### src/rtl/des_pkg.sv
// rtl/des_pkg.sv - DES block types and IP / IP^-1 bit tables (index 0 = DES bit 1).
package des_pkg;

    typedef logic [63:0] des_block_t;
    typedef logic [31:0] des_half_t;

    // Index = output bit, value = source bit.
    localparam logic [5:0] FP_TABLE [64] = '{
        6'd39, 6'd7, 6'd47, 6'd15, 6'd55, 6'd23, 6'd63, 6'd31,
        6'd38, 6'd6, 6'd46, 6'd14, 6'd54, 6'd22, 6'd62, 6'd30,
        6'd37, 6'd5, 6'd45, 6'd13, 6'd53, 6'd21, 6'd61, 6'd29,
        6'd36, 6'd4, 6'd44, 6'd12, 6'd52, 6'd20, 6'd60, 6'd28,
        6'd35, 6'd3, 6'd43, 6'd11, 6'd51, 6'd19, 6'd59, 6'd27,
        6'd34, 6'd2, 6'd42, 6'd10, 6'd50, 6'd18, 6'd58, 6'd26,
        6'd33, 6'd1, 6'd41, 6'd9,  6'd49, 6'd17, 6'd57, 6'd25,
        6'd32, 6'd0, 6'd40, 6'd8,  6'd48, 6'd16, 6'd56, 6'd24
    };

    localparam logic [5:0] IP_TABLE [64] = '{
        6'd57, 6'd49, 6'd41, 6'd33, 6'd25, 6'd17, 6'd9,  6'd1,
        6'd59, 6'd51, 6'd43, 6'd35, 6'd27, 6'd19, 6'd11, 6'd3,
        6'd61, 6'd53, 6'd45, 6'd37, 6'd29, 6'd21, 6'd13, 6'd5,
        6'd63, 6'd55, 6'd47, 6'd39, 6'd31, 6'd23, 6'd15, 6'd7,
        6'd56, 6'd48, 6'd40, 6'd32, 6'd24, 6'd16, 6'd8,  6'd0,
        6'd58, 6'd50, 6'd42, 6'd34, 6'd26, 6'd18, 6'd10, 6'd2,
        6'd60, 6'd52, 6'd44, 6'd36, 6'd28, 6'd20, 6'd12, 6'd4,
        6'd62, 6'd54, 6'd46, 6'd38, 6'd30, 6'd22, 6'd14, 6'd6
    };

    function automatic des_block_t ip_permute(input des_block_t blk);
        des_block_t res;
        res = '0;
        for (int i = 0; i < 64; i++) begin
            res[i] = blk[IP_TABLE[i]];
        end
        return res;
    endfunction

endpackage

### src/rtl/des_fp_perm.sv
// rtl/des_fp_perm.sv - combinational DES final permutation (IP^-1).
module des_fp_perm
    import des_pkg::*;
(
    input  des_block_t pre,
    output des_block_t blk
);

    for (genvar i = 0; i < 64; i++) begin : g_bit
        assign blk[i] = pre[FP_TABLE[i]];
    end

endmodule

### src/rtl/des_final_permutation_stage.sv
// rtl/des_final_permutation_stage.sv - IP^-1 output stage with DEPTH-entry buffer; DES_FP_ROUNDTRIP_CHECK_EN enables the IP round-trip checker.
module des_final_permutation_stage
    import des_pkg::*;
#(
    parameter int DEPTH   = 2,
    parameter int COUNT_W = 16
) (
    input  logic               clk,
    input  logic               rst,
    input  logic               in_valid,
    output logic               in_ready,
    input  logic [31:0]        l_half,
    input  logic [31:0]        r_half,
    output logic               out_valid,
    input  logic               out_ready,
    output logic [63:0]        out_block,
    output logic [COUNT_W-1:0] blk_count,
    output logic               check_err
);

    localparam int PW = $clog2(DEPTH);
    localparam logic [PW:0] OCC_FULL = (PW + 1)'(DEPTH);

    des_block_t pre;
    des_block_t perm;
    des_block_t mem [DEPTH];

    logic [PW-1:0] head;
    logic [PW-1:0] tail;
    logic [PW-1:0] head_next;
    logic [PW:0]   occ;
    logic [PW:0]   occ_pop;
    logic [PW:0]   occ_next;
    logic          push;
    logic          pop;

    // Preoutput is R16||L16; with bit 1 at index 0, R16 lands in the low half.
    assign pre = {l_half, r_half};

    des_fp_perm u_fp_perm (
        .pre (pre),
        .blk (perm)
    );

    assign push      = in_valid && in_ready;
    assign pop       = out_valid && out_ready;
    assign head_next = head + PW'(pop);
    assign occ_pop   = occ - {{PW{1'b0}}, pop};
    assign occ_next  = occ_pop + {{PW{1'b0}}, push};

    always_ff @(posedge clk or posedge rst) begin
        if (rst) begin
            for (int i = 0; i < DEPTH; i++) begin
                mem[i] <= '0;
            end
            head      <= '0;
            tail      <= '0;
            occ       <= '0;
            in_ready  <= 1'b0;
            out_valid <= 1'b0;
            out_block <= '0;
            blk_count <= '0;
        end else begin
            if (push) begin
                mem[tail] <= perm;
                tail      <= tail + PW'(1);
            end
            head      <= head_next;
            occ       <= occ_next;
            in_ready  <= (occ_next < OCC_FULL);
            out_valid <= (occ_next != '0);
            // Reload the output register only when the head entry changes; it holds otherwise.
            if ((pop || occ == '0) && occ_next != '0) begin
                out_block <= (occ_pop == '0) ? perm : mem[head_next];
            end
            if (pop) begin
                blk_count <= blk_count + COUNT_W'(1);
            end
        end
    end

`ifdef DES_FP_ROUNDTRIP_CHECK_EN
    always_ff @(posedge clk or posedge rst) begin
        if (rst) begin
            check_err <= 1'b0;
        end else if (push && ip_permute(perm) != pre) begin
            check_err <= 1'b1;
        end
    end
`else
    assign check_err = 1'b0;
`endif

endmodule

### config.mk
export PLATFORM = sky130hd
export DESIGN_NAME = des_final_permutation_stage
export DESIGN_NICKNAME = d
export VERILOG_FILES = /design/src/rtl/des_pkg.sv /design/src/rtl/des_fp_perm.sv /design/src/rtl/des_final_permutation_stage.sv
export SDC_FILE = /design/constraint.sdc
export NUM_CORES = 1
export LEC_CHECK = 0
export BUFFER_PORTS_ARGS = -buffer_cell sky130_fd_sc_hd__buf_2
export CORE_MARGIN = 2
export CORE_UTILIZATION = 25
export CTS_BUF_LIST = sky130_fd_sc_hd__clkbuf_8 sky130_fd_sc_hd__clkbuf_16
export DETAILED_ROUTE_END_ITERATION = 8
export PLACE_DENSITY = 0.48
export SYNTH_ARGS = -nofsm -noshare
export SYNTH_HDL_FRONTEND = slang
export SYNTH_SLANG_ARGS = --single-unit
### constraint.sdc
create_clock -name clk -period 15.3 [get_ports clk]
set_input_delay 4.59 -clock clk [delete_from_list [all_inputs] [get_ports clk]]
set_output_delay 4.59 -clock clk [all_outputs]
set_load 0.05 [all_outputs]
==> results of run 1 <==
## layout make-up
class / instances / share of cell area, %
sequential: 214 / 44.71
multi-input combinational: 515 / 34.48
timing repair buffer: 162 / 7.035
clock buffer: 35 / 6.555
tap: 518 / 5.407
clock inverter: 13 / 1.628
inverter: 2 / 0.1253
antenna: 3 / 0.06263
## layout by cell type, fill, tap and decap left out, drive strengths merged
cell type / instances
nor4: 64
nand3: 68
and4: 3
nand2: 12
and3: 1
o21ai: 65
clkinv: 6
conb: 1
xor2: 6
and3b: 2
nand3b: 1
nor3: 2
mux2: 192
xnor2: 12
clkbuf: 35
o211ai: 1
bufinv: 5
or2: 2
ha: 2
a21bo: 1
dfrtp: 214
buf: 162
a21boi: 2
nand2b: 3
and2: 2
diode: 3
nor2: 2
or3: 1
nand4b: 1
a31oi: 64
nand4: 3
inv: 4
a2bb2oi: 1
a211o: 1
## sequential cells by signal, indices dropped and copies added, names as in the netlist
signal and flops:
blk_count 16, head 1, in_ready 1, mem 128, occ 2, out_block 64
out_valid 1, tail 1
## metal layers
layer | wire [um] | up-vias | track usage (%)
met4 | 665 | 2 | 4.275
li1 | - | 3252 | -
met3 | 1429 | 48 | 2.504
met1 | 13870 | 3720 | 19.96
met5 | 19 | - | 0
met2 | 12870 | 187 | 21.51
## power groups by stage
| stage | sequential, W | clock, W | combinational [W] |
|---|---|---|---|
| 4_1_cts | 0.00104 | 0.000720 | 0.00154 |
| 3_5_place_dp | 0.00105 | 0 | 0.00154 |
| 5_1_grt | 0.00108 | 0.000741 | 0.00165 |
| 2_1_floorplan | 0.00131 | 0 | 0.000911 |
| 3_3_place_gp | 0.00104 | 0 | 0.00152 |
| 6_report | 0.00104 | 0.000698 | 0.00152 |
## final timing paths
kind / end / slack, ns / cells after the start / start
max: out_block[15]$_DFFE_PP0P_ / 7.76 / 10 / out_ready
min: blk_count[14]$_DFFE_PP0P_ / 0.49 / 1 / blk_count[14]$_DFFE_PP0P_
max reg2reg: out_block[15]$_DFFE_PP0P_ / 11.37 / 9 / out_valid$_DFF_PP0_
min reg2reg: blk_count[14]$_DFFE_PP0P_ / 0.49 / 1 / blk_count[14]$_DFFE_PP0P_
max in group asynchronous: out_block[16]$_DFFE_PP0P_ / 9.72 / 3 / rst
min in group asynchronous: out_block[29]$_DFFE_PP0P_ / 4.14 / 2 / rst
## cell families (layout without fill, tap and decap cells)
family / after synthesis / count (layout) / synth area share [%]
DFF: 214 / 214 / 54.27
muxes: 192 / 192 / 21.91
and+or+nand+nor: 167 / 167 / 9.510
AOI/OAI and AO/OA: 135 / 135 / 8.102
buffers and inverters: 81 / 212 / 4.324
xor gates and xnor gates: 18 / 18 / 1.598
adders and majority gates: 2 / 2 / 0.2535
other: 1 / 4 / 0.03800
## metrics by stage
stage	total power, W	hold slack [ns]	worst slack (ns)	utilization (%)
6_report	0.003258	0.4881	7.763	30.87
5_1_grt	0.003463	0.5043	7.568	30.85
4_1_cts	0.003299	0.4955	7.788	30.85
3_5_place_dp	0.002581	0.4845	7.252	28.33
3_3_place_gp	0.002553	0.4595	7.262	28.33
2_1_floorplan	0.002224	0.4543	4.859	-
==> flow_summary.ini, run 1 <==
[run_status]
status = finished, final reports clean

[place]
dpl.cell_count = 1411
gp_congestion = 0.7128
placed_cell_area_um2 = 11000
dp_hpwl_mm = 15.71
portBuffers = 149

[finish]
layoutNonFillerInstCount = 1462
fillers = 3952
drive_gt1_share_pct = 44.00
register_area_um2 = 5359
multiInputGateArea_um2 = 4133
syn2layout_area_growth_pct = 21.47
final_nets = 992
design_area_um2 = 11990

[timing]
hold_violations = 0
fin_crit_sh_pct = 49.26
maxSlewHeadroom_pct = 27.81
max_freq_mhz = 132.7
tns_ns = 0
fin_crit_ns = 7.537
slew_violations = 0
fin_skew_ns = 0.007748
tightest_slew_ns = 1.083
finalSetupViolations = 0
rsz0062_at_grt = false

[drt]
drtIter0Drc = 343
vias = 7209
drt_wl_total_mm = 28.86
ant_nets = 0
drt-pass1-iter-count = 4
viasPerCell = 4.931
wl_per_cell_um = 19.74
drc = 0

[cts]
cts-root-buf = clkbuf_16
htreeDepth = 1
numCtsBuffers = 27
post_cts_resized = 0
cts_tree = built
cts_hold_buf = 0
clkTransAtPathRegs_ns = 0.06
cts_setup_buffers = 0
insertion_delay_ns = 0.54
numClockSinks = 214
clockBufferDepth = 3

[worst_setup_path]
worst_path_max_delay_cell = buf_4
crit_buf_inv = 3
cp.arrival_ns = 7.96
crit_required_ns = 15.73
critical_path_class = primary input to flop
cp_max_fo = 42
cp_cell_sequence = buf_2 -> and3b_4 -> buf_4 -> or2_2 -> ha_1 -> nand4b_1 -> a211o_1 -> o211ai_4 -> buf_4 -> mux2_2
crit_family = buffers and inverters
critPathMaxStageDelay_ns = 0.60
cp-end-kind = flop
cp-start-kind = primary input
cpMostUsedCell = buf_4

[grt]
grt.total_usage_pct = 13.98
grt_first_pass_wirelength_mm = 45.16
antenna_found_initial = 2
grt_pass1_vias = 7376
overflow = 0
grt_max_degree = 98

[synthesis]
syn_avg_cell_area_um2 = 12.18
synth_ff_type = dfrtp_1
syn_nets = 880
synth_async_sr_flop_share_pct = 100.0
ys_types = 36
yosysMostFrequentCell = dfrtp_1
synth_top_area_cell = dfrtp_1
synth_top_area_share_pct = 54.27
yosysSeqAreaShare_pct = 54.27
ys_warn_count = 0
syn_area_um2 = 9868
ys_ff_latch = 214
synth_area_leaders = dfrtp_1 (54%), mux2_2 (22%), a31oi_1 (4.1%)
synth_edf_count = 0
synthCells = 810
synthTopCellsByCount = dfrtp_1 (214), mux2_2 (192), nand3_1 (68)

[die]
die_h_um = 202.7
ioPinCount = 151
rows = 72
start_util_pct = 25.42
die_w_um = 202.7
core-area_um2 = 38830
dieArea_um2 = 41080

[job]
maxCapViolCount = 0

[power]
p_seq_share_pct = 31.8
p_int_w = 0.001889
peakVddDrop_mv = 0.1205
p_leak_nw = 5.099
power.density_nw_per_um2 = 271.8
switching_share_pct = 42.01
net-switching-power_w = 0.001369
p_clk_share_pct = 21.4
combPwrFrac_pct = 46.8

[worst_hold_path]
min_path_type = flop to flop
(Power assumes the default switching activity.)
==> inputs of run 2 (changes only) <==
--- a/config.mk
+++ b/config.mk
@@ -10,7 +10,7 @@
 export CORE_UTILIZATION = 25
 export CTS_BUF_LIST = sky130_fd_sc_hd__clkbuf_8 sky130_fd_sc_hd__clkbuf_16
 export DETAILED_ROUTE_END_ITERATION = 8
-export PLACE_DENSITY = 0.48
+export PLACE_DENSITY = 0.49
 export SYNTH_ARGS = -nofsm -noshare
 export SYNTH_HDL_FRONTEND = slang
 export SYNTH_SLANG_ARGS = --single-unit
==> constraint.sdc (replaced) <==
create_clock -name clk -period 6.8 [get_ports clk]
set_input_delay 2.04 -clock clk [delete_from_list [all_inputs] [get_ports clk]]
set_output_delay 2.04 -clock clk [all_outputs]
set_load 0.05 [all_outputs]
==> run 2 against run 1 <==
  * Hold slack worse by 0.024 ns
  * Design area is 0.15% higher
  * Via count barely moved
  * Setup slack worse by 5.2 ns
  * First-iteration DRC count rose by 16%
  * Routed wire length rose by 1.4%
==> flow_summary.ini, run 2 (synthesis gave the netlist of run 1 again) <==
[cts]
clkTransAtPathRegs_ns = 0.06
cts_tree = built
insertion_delay_ns = 0.54
htreeDepth = 1
cts-root-buf = clkbuf_16
cts_hold_buf = 0
numClockSinks = 214
numCtsBuffers = 26
clockBufferDepth = 3
post_cts_resized = 0
cts_setup_buffers = 0

[timing]
hold_violations = 0
tightest_slew_ns = 1.134
finalSetupViolations = 0
slew_violations = 0
tns_ns = 0
fin_skew_ns = 0.01268
rsz0062_at_grt = false
max_freq_mhz = 238.6
fin_crit_sh_pct = 61.63
maxSlewHeadroom_pct = 24.41
fin_crit_ns = 4.191

[finish]
top_register = mem
fillers = 3924
final_common_cell = dfrtp_1
syn2layout_area_growth_pct = 21.64
final_nets = 991
layout_common_cells = dfrtp_1 (213), mux2_2 (192), buf_2 (149)
diodes = 0
largest_register_ff_count = 128
drive_gt1_share_pct = 43.89
reg_top3 = mem: 128 flops, out_block: 64 flops, blk_count: 16 flops

[power]
p_seq_share_pct = 30.9
power.total_w = 0.007387
p_int_w = 0.004295
switching_share_pct = 41.87
combPwrFrac_pct = 47.5
p_leak_nw = 5.111
power.density_nw_per_um2 = 615.4
p_clk_share_pct = 21.7
net-switching-power_w = 0.003093
peakVddDrop_mv = 0.3104

[grt]
grt_pass1_vias = 7459
overflow = 0
grt_max_degree = 102
grt_first_pass_wirelength_mm = 45.86
grt.total_usage_pct = 14.18
antenna_found_initial = 1

[drt]
drt_wl_total_mm = 29.25
wl_per_cell_um = 20.05
ant_nets = 0
drtIter0Drc = 399
vias = 7212
drc = 0
drt-pass1-iter-count = 4
viasPerCell = 4.943

[worst_setup_path]
critPathMaxStageDelay_ns = 0.76
cp-end-kind = flop
cpMostUsedCell = buf_4
critical_path_class = primary input to flop
crit_family = buffers and inverters
cp.arrival_ns = 4.62
crit_buf_inv = 3
cp_max_fo = 65
crit_required_ns = 7.23
cp-start-kind = primary input
worst_path_max_delay_cell = buf_4
cp_cell_sequence = buf_2 -> a21boi_4 -> buf_4 -> or3_2 -> buf_4 -> a31oi_1 -> mux2_2

[die]
start_util_pct = 25.42
ioPinCount = 151
die_w_um = 202.7
rows = 72
die_h_um = 202.7
core-area_um2 = 38830
dieArea_um2 = 41080

[worst_hold_path]
min_path_type = flop to flop

[run_status]
status = finished, final reports clean

[place]
gp_congestion = 0.7043
portBuffers = 149
dp_hpwl_mm = 15.71

[job]
maxCapViolCount = 0
## run 2: worst register-to-register path: stages, from the launching register on
cell and delay (ns):
dfrtp_1 0.56, a21boi_4 0.23, buf_4 0.76, or3_2 0.54, buf_4 0.47, a31oi_1 0.18, mux2_2 0.28
## run 2: per-layer routing
| metal | vias up | GRT usage (%) | wire, um |
|---|---|---|---|
| met3 | 36 | 2.376 | 1269 |
| met5 | - | 0 | 13 |
| li1 | 3251 | - | - |
| met4 | 2 | 3.650 | 447 |
| met1 | 3754 | 20.11 | 14050 |
| met2 | 169 | 22.43 | 13470 |
## run 2: path summary, 6_finish.rpt
check                      depth (start not counted)                   endpoint  slack (ns)                       from
max                                                7  out_block[58]$_DFFE_PP0P_        2.61                  out_ready
min                                                1  blk_count[15]$_DFFE_PP0P_        0.46  blk_count[15]$_DFFE_PP0P_
max reg2reg                                        6  out_block[58]$_DFFE_PP0P_        3.67        out_valid$_DFF_PP0_
min reg2reg                                        1  blk_count[15]$_DFFE_PP0P_        0.46  blk_count[15]$_DFFE_PP0P_
min in group asynchronous                          2       mem[122]$_DFFE_PP0P_        1.63                        rst
max in group asynchronous                          3        mem[31]$_DFFE_PP0P_        3.92                        rst
## run 2: layout make-up
type                    instances  area [um^2]  share of cell area [%]
clock buffers                  31        730.7                   6.087
clock inverters                17        259.0                   2.158
inverters                       2        11.26                 0.09381
multi-input cells             515         4130                   34.41
flip-flops and latches        214         5356                   44.62
well taps                     518        648.1                   5.399
repair buffers                162        868.3                   7.234
## run 2: power groups by stage
| stage | combinational (W) | clock, W | sequential (W) |
|---|---|---|---|
| after floorplan | 0.00205 | 0 | 0.00295 |
| after global placement | 0.00352 | 0 | 0.00229 |
| after detailed placement | 0.00354 | 0 | 0.00230 |
| after CTS | 0.00355 | 0.00165 | 0.00228 |
| after global routing | 0.00378 | 0.00170 | 0.00237 |
| final | 0.00351 | 0.00160 | 0.00228 |
## run 2: per-stage QoR
step	cell area, um^2	instances	hold WS, ns	setup slack, ns	util (%)
6_report	12000	1459	0.4638	2.609	30.92
2_1_floorplan	9872	810	0.4543	1.976	-
3_5_place_dp	11010	1411	0.4624	2.067	28.37
4_1_cts	12000	1459	0.4728	2.659	30.92
3_3_place_gp	11010	1411	0.4595	2.120	28.37
5_1_grt	12000	1459	0.5105	2.526	30.92
==> inputs of run 3 (changes only) <==
--- a/config.mk
+++ b/config.mk
@@ -10,7 +10,7 @@
 export CORE_UTILIZATION = 25
 export CTS_BUF_LIST = sky130_fd_sc_hd__clkbuf_8 sky130_fd_sc_hd__clkbuf_16
 export DETAILED_ROUTE_END_ITERATION = 8
-export PLACE_DENSITY = 0.49
+export PLACE_DENSITY = 0.48
 export SYNTH_ARGS = -nofsm -noshare
 export SYNTH_HDL_FRONTEND = slang
 export SYNTH_SLANG_ARGS = --single-unit
==> constraint.sdc (replaced) <==
create_clock -name clk -period 4.34 [get_ports clk]
set_input_delay 1.302 -clock clk [delete_from_list [all_inputs] [get_ports clk]]
set_output_delay 1.302 -clock clk [all_outputs]
set_load 0.05 [all_outputs]
==> run 3 against run 2 <==
  * Utilization increased by 0.074 points
  * Sequential share of layout area decreased by 0.11 points
  * Sequential cell count did not move
  * Cell count is 0.55% higher
  * Largest cell class unchanged
  * Routed wire length rose by 0.31%
  * Via count is 0.51% lower
  * Setup slack got worse by 1.6 ns
==> flow_summary.ini, run 3 (synthesis gave the netlist of run 1 again) <==
[worst_setup_path]
cp_max_fo = 64
cp-end-kind = flop
critical_path_class = primary input to flop
crit_required_ns = 4.75
cp-start-kind = primary input
cp.arrival_ns = 3.72

[die]
rows = 72
dieArea_um2 = 41080
core-area_um2 = 38830
die_w_um = 202.7
die_h_um = 202.7
start_util_pct = 25.42
ioPinCount = 151

[finish]
register_area_um2 = 5356
reg_top3 = mem: 128 flops, out_block: 64 flops, blk_count: 16 flops
fillers = 3925
multiInputGateArea_um2 = 4124
top_register = mem
postLayoutCoreUtil_pct = 30.99
largest_register_ff_count = 128
drive_gt1_share_pct = 44.29
final_common_cell = dfrtp_1
layoutNonFillerInstCount = 1467
layout_common_cells = dfrtp_1 (213), mux2_2 (192), buf_2 (149)
final_nets = 997
syn2layout_area_growth_pct = 21.93

[grt]
overflow = 0
grt_first_pass_wirelength_mm = 45.93
grt_max_degree = 141
grt.total_usage_pct = 14.29
grt_pass1_vias = 7529
antenna_found_initial = 1

[timing]
rsz0062_at_grt = false
hold_violations = 0
tightest_slew_ns = 0.9732
fin_crit_ns = 3.311
slew_violations = 0
maxSlewHeadroom_pct = 35.12
tns_ns = 0
max_freq_mhz = 302.1
fin_skew_ns = 0.01919
fin_crit_sh_pct = 76.28
finalSetupViolations = 0

[cts]
numClockSinks = 214
cts_hold_buf = 0
htreeDepth = 1
post_cts_resized = 0
numCtsBuffers = 26
cts_setup_buffers = 0
clockBufferDepth = 3
clkTransAtPathRegs_ns = 0.06
cts_tree = built
cts-root-buf = clkbuf_16
insertion_delay_ns = 0.54

[drt]
drt-pass1-iter-count = 4
drtIter0Drc = 300
vias = 7175
wl_per_cell_um = 20.00
drc = 0
ant_nets = 0
viasPerCell = 4.891
drt_wl_total_mm = 29.34

[place]
gp_congestion = 0.6957
portBuffers = 149
dpl.cell_count = 1417
dp_hpwl_mm = 16.17

[worst_hold_path]
min_path_type = flop to flop

[power]
power.density_nw_per_um2 = 949.4
peakVddDrop_mv = 0.4559
p_leak_nw = 5.124

[job]
maxCapViolCount = 0

[run_status]
status = finished, final reports clean
-- run 3: stage by stage --
step / instance area, um^2 / hold WS [ns] / power [W] / setup slack [ns]
2_1_floorplan: 9872 / 0.4543 / 0.007840 / 0.2538
3_3_place_gp: 11120 / 0.4599 / 0.009154 / 0.5524
3_5_place_dp: 11120 / 0.4661 / 0.009250 / 0.5219
4_1_cts: 12030 / 0.4782 / 0.01159 / 1.085
5_1_grt: 12030 / 0.5042 / 0.01217 / 0.9761
6_report: 12030 / 0.4727 / 0.01142 / 1.029
-- run 3: power by group --
group / switching (W) / internal [W]
registers: 0.000570 / 0.00301
logic: 0.00341 / 0.00216
clock network: 0.000884 / 0.00139
total: 0.00486 / 0.00656
-- run 3: area by class of cell --
| class | count | area share (%) |
|---|---|---|
| sequential | 214 | 44.51 |
| multi-input combinational | 515 | 34.27 |
| timing repair buffer | 168 | 8.111 |
| clock buffer | 39 | 6.988 |
| tap | 518 | 5.386 |
| clock inverter | 8 | 0.5719 |
| inverter | 2 | 0.09358 |
| antenna | 3 | 0.06239 |
-- run 3: path summary, 6_finish.rpt --
| path | cells after the start | endpoint | slack (ns) | start |
|---|---|---|---|---|
| setup / recovery | 9 | out_block[62]$_DFFE_PP0P_ | 1.03 | out_ready |
| hold / removal | 1 | blk_count[15]$_DFFE_PP0P_ | 0.47 | blk_count[15]$_DFFE_PP0P_ |
| setup reg to reg | 8 | out_block[62]$_DFFE_PP0P_ | 1.34 | out_valid$_DFF_PP0_ |
| hold reg to reg | 1 | blk_count[15]$_DFFE_PP0P_ | 0.47 | blk_count[15]$_DFFE_PP0P_ |
| max in group asynchronous | 3 | occ[1]$_DFF_PP0_ | 2.63 | rst |
| min in group asynchronous | 3 | out_block[55]$_DFFE_PP0P_ | 0.89 | rst |
-- run 3: per-layer routing --
metal	vias up	GRT usage (%)	routed length (um)
li1	3269	-	-
met1	3709	20.07	14180
met2	161	22.81	13380
met3	36	2.408	1228
met4	0	3.702	546
met5	-	0	0
-- run 3: worst max-delay path, stage by stage --
cell	delay [ns]
buf_2	0.19
and3b_2	0.24
or2_2	0.28
ha_1	0.24
nand2b_1	0.17
a211o_1	0.32
o211ai_4	0.10
buf_12	0.38
mux2_2	0.40
